File: config.mk
export PLATFORM = sky130hd
export DESIGN_NAME = axis_lfsr_ready
export DESIGN_NICKNAME = d
export VERILOG_FILES = /design/src/rtl/axis_checker_pkg.sv /design/src/rtl/axis_lfsr_ready.sv
export SDC_FILE = /design/constraint.sdc
export NUM_CORES = 1
export LEC_CHECK = 0
export CORE_AREA = 2 2 39 41
export DETAILED_ROUTE_END_ITERATION = 16
export DIE_AREA = 0 0 41 43
export PLACE_DENSITY_LB_ADDON = 0.1
export SYNTH_ARGS = -nofsm -noshare
export SYNTH_HDL_FRONTEND = slang
export SYNTH_SLANG_ARGS = --single-unit
File: constraint.sdc
create_clock -name clock -period 1.2 [get_ports clock]
set_clock_uncertainty 0.05 [all_clocks]
set_input_delay 0.18 -clock clock [delete_from_list [all_inputs] [get_ports clock]]
set_output_delay 0.18 -clock clock [all_outputs]
set_load 0.005 [all_outputs]
File: src/rtl/axis_checker_pkg.sv
// Shared definitions for the stream checker: FSM encoding and LFSR constants.
package axis_checker_pkg;

  typedef enum logic {
    SEARCH = 1'b0,
    LOCKED = 1'b1
  } chk_state_e;

  localparam logic [15:0] LFSR_SEED = 16'hACE1;
  // Taps 16,14,13,11 expressed as bit positions 15,13,12,10.
  localparam logic [15:0] LFSR_TAPS = 16'hB400;

  function automatic logic lfsr_feedback(input logic [15:0] state);
    return ^(state & LFSR_TAPS);
  endfunction

endpackage

File: src/rtl/axis_lfsr_ready.sv
// Free-running 16-bit Fibonacci LFSR; bit 0 is offered as a pseudo-random ready.
module axis_lfsr_ready
  import axis_checker_pkg::*;
(
  input  logic clock,
  input  logic reset,
  output logic o_bit
);

  logic [15:0] r_lfsr;

  always_ff @(posedge clock or posedge reset) begin
    if (reset) begin
      r_lfsr <= LFSR_SEED;
    end else begin
      r_lfsr <= {r_lfsr[14:0], lfsr_feedback(r_lfsr)};
    end
  end

  assign o_bit = r_lfsr[0];

endmodule

# ---- Yosys cells after proc, flatten, opt, wreduce, memory -nomap -nowiden
# Index checks and enable logic that the tools add are counted.
dict set report word_totals {
  input_bits 2
  out_inout_bits 1
  wordCells 2
  reg_bits 16
}
dict set report op_classes {
  n_reduce_logical 1
}
# op n
set ops {}
lappend ops {{$reduce_xor 16->1} 1}

# ---- Depth between registers and ports, before layout
dict set report logic_depth {
  depth_word 1
  depth_mapped 2
}

# ---- Worst setup path after synthesis
# No wires, ideal clock.
dict set report synth_timing {
  path_kind {register to register}
  startpoint {register r_lfsr[10]}
  endpoint {register r_lfsr[0]}
  slack_ps 283
  stages_incl_launch_ff 3
  n_path_buf 0
  arrival_ps 792
  period_less_slack_ps 917
  path_cell_list {dfstp_2 -> xor2_1 -> xnor2_1}
}
dict set report synth_between {
  elab_chain_len 1
}
# item line
set synth_lines {}
lappend synth_lines {{start, declared} axis_lfsr_ready.sv:10} ;# logic [15:0] r_lfsr;
lappend synth_lines {{start signal, assigned} axis_lfsr_ready.sv:16} ;# r_lfsr <= {r_lfsr[14:0], lfsr_feedback(r_lfsr)};
lappend synth_lines {{$reduce_xor 16->1} axis_checker_pkg.sv:14} ;# return ^(state & LFSR_TAPS);
# No other way between the ends.

# ---- Worst setup path after layout
dict set report layout_timing {
  startpoint {register r_lfsr[0]}
  endpoint {output o_bit}
}
# item line
set layout_rtl {}
lappend layout_rtl {{end, declared} axis_lfsr_ready.sv:7} ;# output logic o_bit
# No word-level cell between the ends.

==> tab_implementation.tex <==
\begin{tabular}{lr}
\hline
Metric & Value \\
\hline
\multicolumn{2}{l}{\textbf{Critical path}} \\
Cells along the critical path & buf\_2 \\
Required time reported for the critical path endpoint & 0.97 ns \\
Number of stages on the worst setup path & 1 \\
Worst Reg-to-Reg Cells & 2 \\
Cell class contributing the biggest share of worst-path delay & flip-flops \\
Data arrival time of the worst path & 0.90 ns \\
WP buf/inv & 1 \\
Maximum fanout encountered on the critical timing path & 2 \\
Slowest cell on the critical path & sky130\_fd\_sc\_hd\_\_dfstp\_2 \\
CP peak stage delay & 0.53 ns \\
Element type at the critical path start & register \\
Crit Path Class & register to primary output \\
Crit end category & primary output \\
\multicolumn{2}{l}{\textbf{Final layout}} \\
Most frequent cells in the layout & 8 x sky130\_fd\_sc\_hd\_\_dfstp\_2, 8 x sky130\_fd\_sc\_hd\_\_dfrtp\_1, 3 x sky130\_fd\_sc\_hd\_\_clkbuf\_4, 2 x sky130\_fd\_sc\_hd\_\_xnor2\_1, 2 x sky130\_fd\_sc\_hd\_\_buf\_4 \\
Area of all placed cells without fillers & 513 sq um \\
Relative area change from synthesis to final layout & 16.5\% \\
Final core utilization & 0.371 \\
Number of flip-flops under the largest register name & 16 \\
Register bank with the most flops & r\_lfsr \\
Registers with the highest flip-flop counts & r\_lfsr x16 \\
Number of nets in the layout & 31 \\
Total inserted antenna cells & 0 \\
Fraction of final layout cells sized beyond drive strength 1 & 0.519 \\
\multicolumn{2}{l}{\textbf{Synthesis}} \\
Post-synthesis cell count & 20 \\
Share of the synthesized area in the top cell type & 0.477 \\
Avg Synthesized Cell Area & 22.0 sq um \\
Sequential cell area fraction in the yosys report & 0.932 \\
Count of state elements after synthesis & 16 \\
Cell types occupying the most area after synthesis & sky130\_fd\_sc\_hd\_\_dfstp\_2 48\%, sky130\_fd\_sc\_hd\_\_dfrtp\_1 45\%, sky130\_fd\_sc\_hd\_\_xnor2\_1 4.0\%, sky130\_fd\_sc\_hd\_\_xor2\_1 2.0\%, sky130\_fd\_sc\_hd\_\_inv\_1 0.85\% \\
Number of distinct library cells after synthesis & 5 \\
Synth area leader & sky130\_fd\_sc\_hd\_\_dfstp\_2 \\
Netlist Area Pre-Place & 440 sq um \\
Total number of yosys warnings & 0 \\
Post-synth net total & 22 \\
\multicolumn{2}{l}{\textbf{Routing}} \\
Vias per std cell & 3.79 \\
Total number of vias & 163 \\
Number of nets with antenna violations after detailed routing & 0 \\
Routed wirelength normalized by instance count & 11.9 um \\
Number of iterations in the first detailed-routing pass & 1 \\
Total length of routed wires & 513 um \\
Count of unresolved DRC violations after routing & 0 \\
Detailed Route Iter0 Violations & 0 \\
\multicolumn{2}{l}{\textbf{Min path}} \\
Classification of the worst-slack hold path & input pin to async pin \\
\multicolumn{2}{l}{\textbf{Job}} \\
Maximum capacitance violations & 0 \\
\multicolumn{2}{l}{\textbf{Placement}} \\
Number of input and output port buffers inserted & 2 \\
Global placement routability congestion & 0.636 \\
Detailed placer's ending HPWL & 362 um \\
Placed standard-cell area & 495 sq um \\
\multicolumn{2}{l}{\textbf{Floorplanning}} \\
Core Box Area & 1380 sq um \\
Height of the die & 43 um \\
Num ports & 3 \\
Die Outline Area & 1760 sq um \\
Number of cell rows & 14 \\
Initial core utilization & 0.318 \\
Die boundary width & 41 um \\
\multicolumn{2}{l}{\textbf{Power and ir drop}} \\
IR drop worst, VDD & 0.000592 V \\
Power density of the placed cells & 1570 nW/um\^{}2 \\
Leak & 0.000245 uW \\
\multicolumn{2}{l}{\textbf{Clock network}} \\
Number of H-tree levels & 1 \\
CTS Buf Count & 3 \\
Hold bufs inserted after CTS & 0 \\
Clock-pin slew reported for the worst setup and hold paths after clock tree synthesis & 0.08 ns \\
Clock tree from TritonCTS & yes \\
CTS Sinks & 16 \\
Post-CTS setup repair buffer count & 0 \\
Maximum clock insertion buffer count & 2 \\
Number of gates resized after cts & 4 \\
Clk Tree Root Cell & sky130\_fd\_sc\_hd\_\_clkbuf\_4 \\
Worst-skew pair later-pin latency & 0.26 ns \\
\multicolumn{2}{l}{\textbf{GRT}} \\
Pin count of the biggest net entering global routing & 10 \\
Final global-route overflow total & 0 \\
Overall routing resource usage & 0.0821 \\
Wire length of the first global-routing pass & 917 um \\
Number of antenna violations at the first check in global routing & 0 \\
Vias in the first global route & 197 \\
\multicolumn{2}{l}{\textbf{Timing}} \\
Setup tns final & 0 ns \\
Setup repair after global routing missed its margin & false \\
Final-report max-slew violation count & 0 \\
Slew at the pin with the worst max-slew slack & 0.182 ns \\
Final Hold Fails & 0 \\
Final period demand of the worst path & 1.13 ns \\
Peak clock frequency supported by timing & 0.883 GHz \\
Setup violators final & 0 \\
Final period util & 0.944 \\
Worst relative slew slack & 0.878 \\
\multicolumn{2}{l}{\textbf{Status}} \\
Outcome & finished, final reports clean \\
\hline
\end{tabular}
[routing by layer]
layer,up-vias,GRT usage,share of wire,wire (um)
met2,3,0.116,0.51,261
li1,74,-,-,-
met5,-,0,0,0
met4,0,0.0400,0,0
met3,0,0.0314,0.045,23
met1,86,0.108,0.44,228
[per-stage QoR]
stage / std cells / setup WS [ns] / total power [uW] / hold WS (ns)
2_1_floorplan: 20 / 0.283 / 558 / 0.0380
3_3_place_gp: 40 / -0.0302 / 568 / 0.285
3_5_place_dp: 40 / -0.0244 / 569 / 0.286
4_1_cts: 43 / 0.0566 / 822 / 0.131
5_1_grt: 43 / 0.0383 / 842 / 0.169
6_report: 43 / 0.0672 / 807 / 0.132
[where the power goes]
part | internal, uW | switching (uW)
Combinational | 7.34 | 10.4
Clock | 116 | 133
Sequential | 540 | 0
[final cells by class]
class | instances | area, sq um
Tap cell | 16 | 20.0
Fill cell | 126 | 871
Multi-Input combinational cell | 3 | 26.3
Timing Repair Buffer | 4 | 30.0
Clock buffer | 3 | 22.5
Sequential cell | 16 | 410
Inverter | 1 | 3.75
[synthesized netlist by cell type]
library cell              n
sky130_fd_sc_hd__xor2_1   1
sky130_fd_sc_hd__dfrtp_1  8
sky130_fd_sc_hd__dfstp_2  8
sky130_fd_sc_hd__xnor2_1  2
sky130_fd_sc_hd__inv_1    1
[final timing paths]
kind | slack [ns] | to | startpoint
max | 0.07 | o_bit | r_lfsr[0]
min | 0.13 | r_lfsr[2] | reset
max reg2reg | 0.17 | r_lfsr[0] | r_lfsr[10]
min reg2reg | 0.31 | r_lfsr[10] | r_lfsr[9]
max in group asynchronous | 0.74 | r_lfsr[10] | reset
min in group clock | 0.31 | r_lfsr[10] | r_lfsr[9]
[cell families after synthesis]
logic type | Yosys count | synth area share
xor gates and xnor gates | 3 | 0.0597
DFF | 16 | 0.932
buffers and inverters | 1 | 0.00851
No activity file was read; power rests on OpenSTA's default activity.
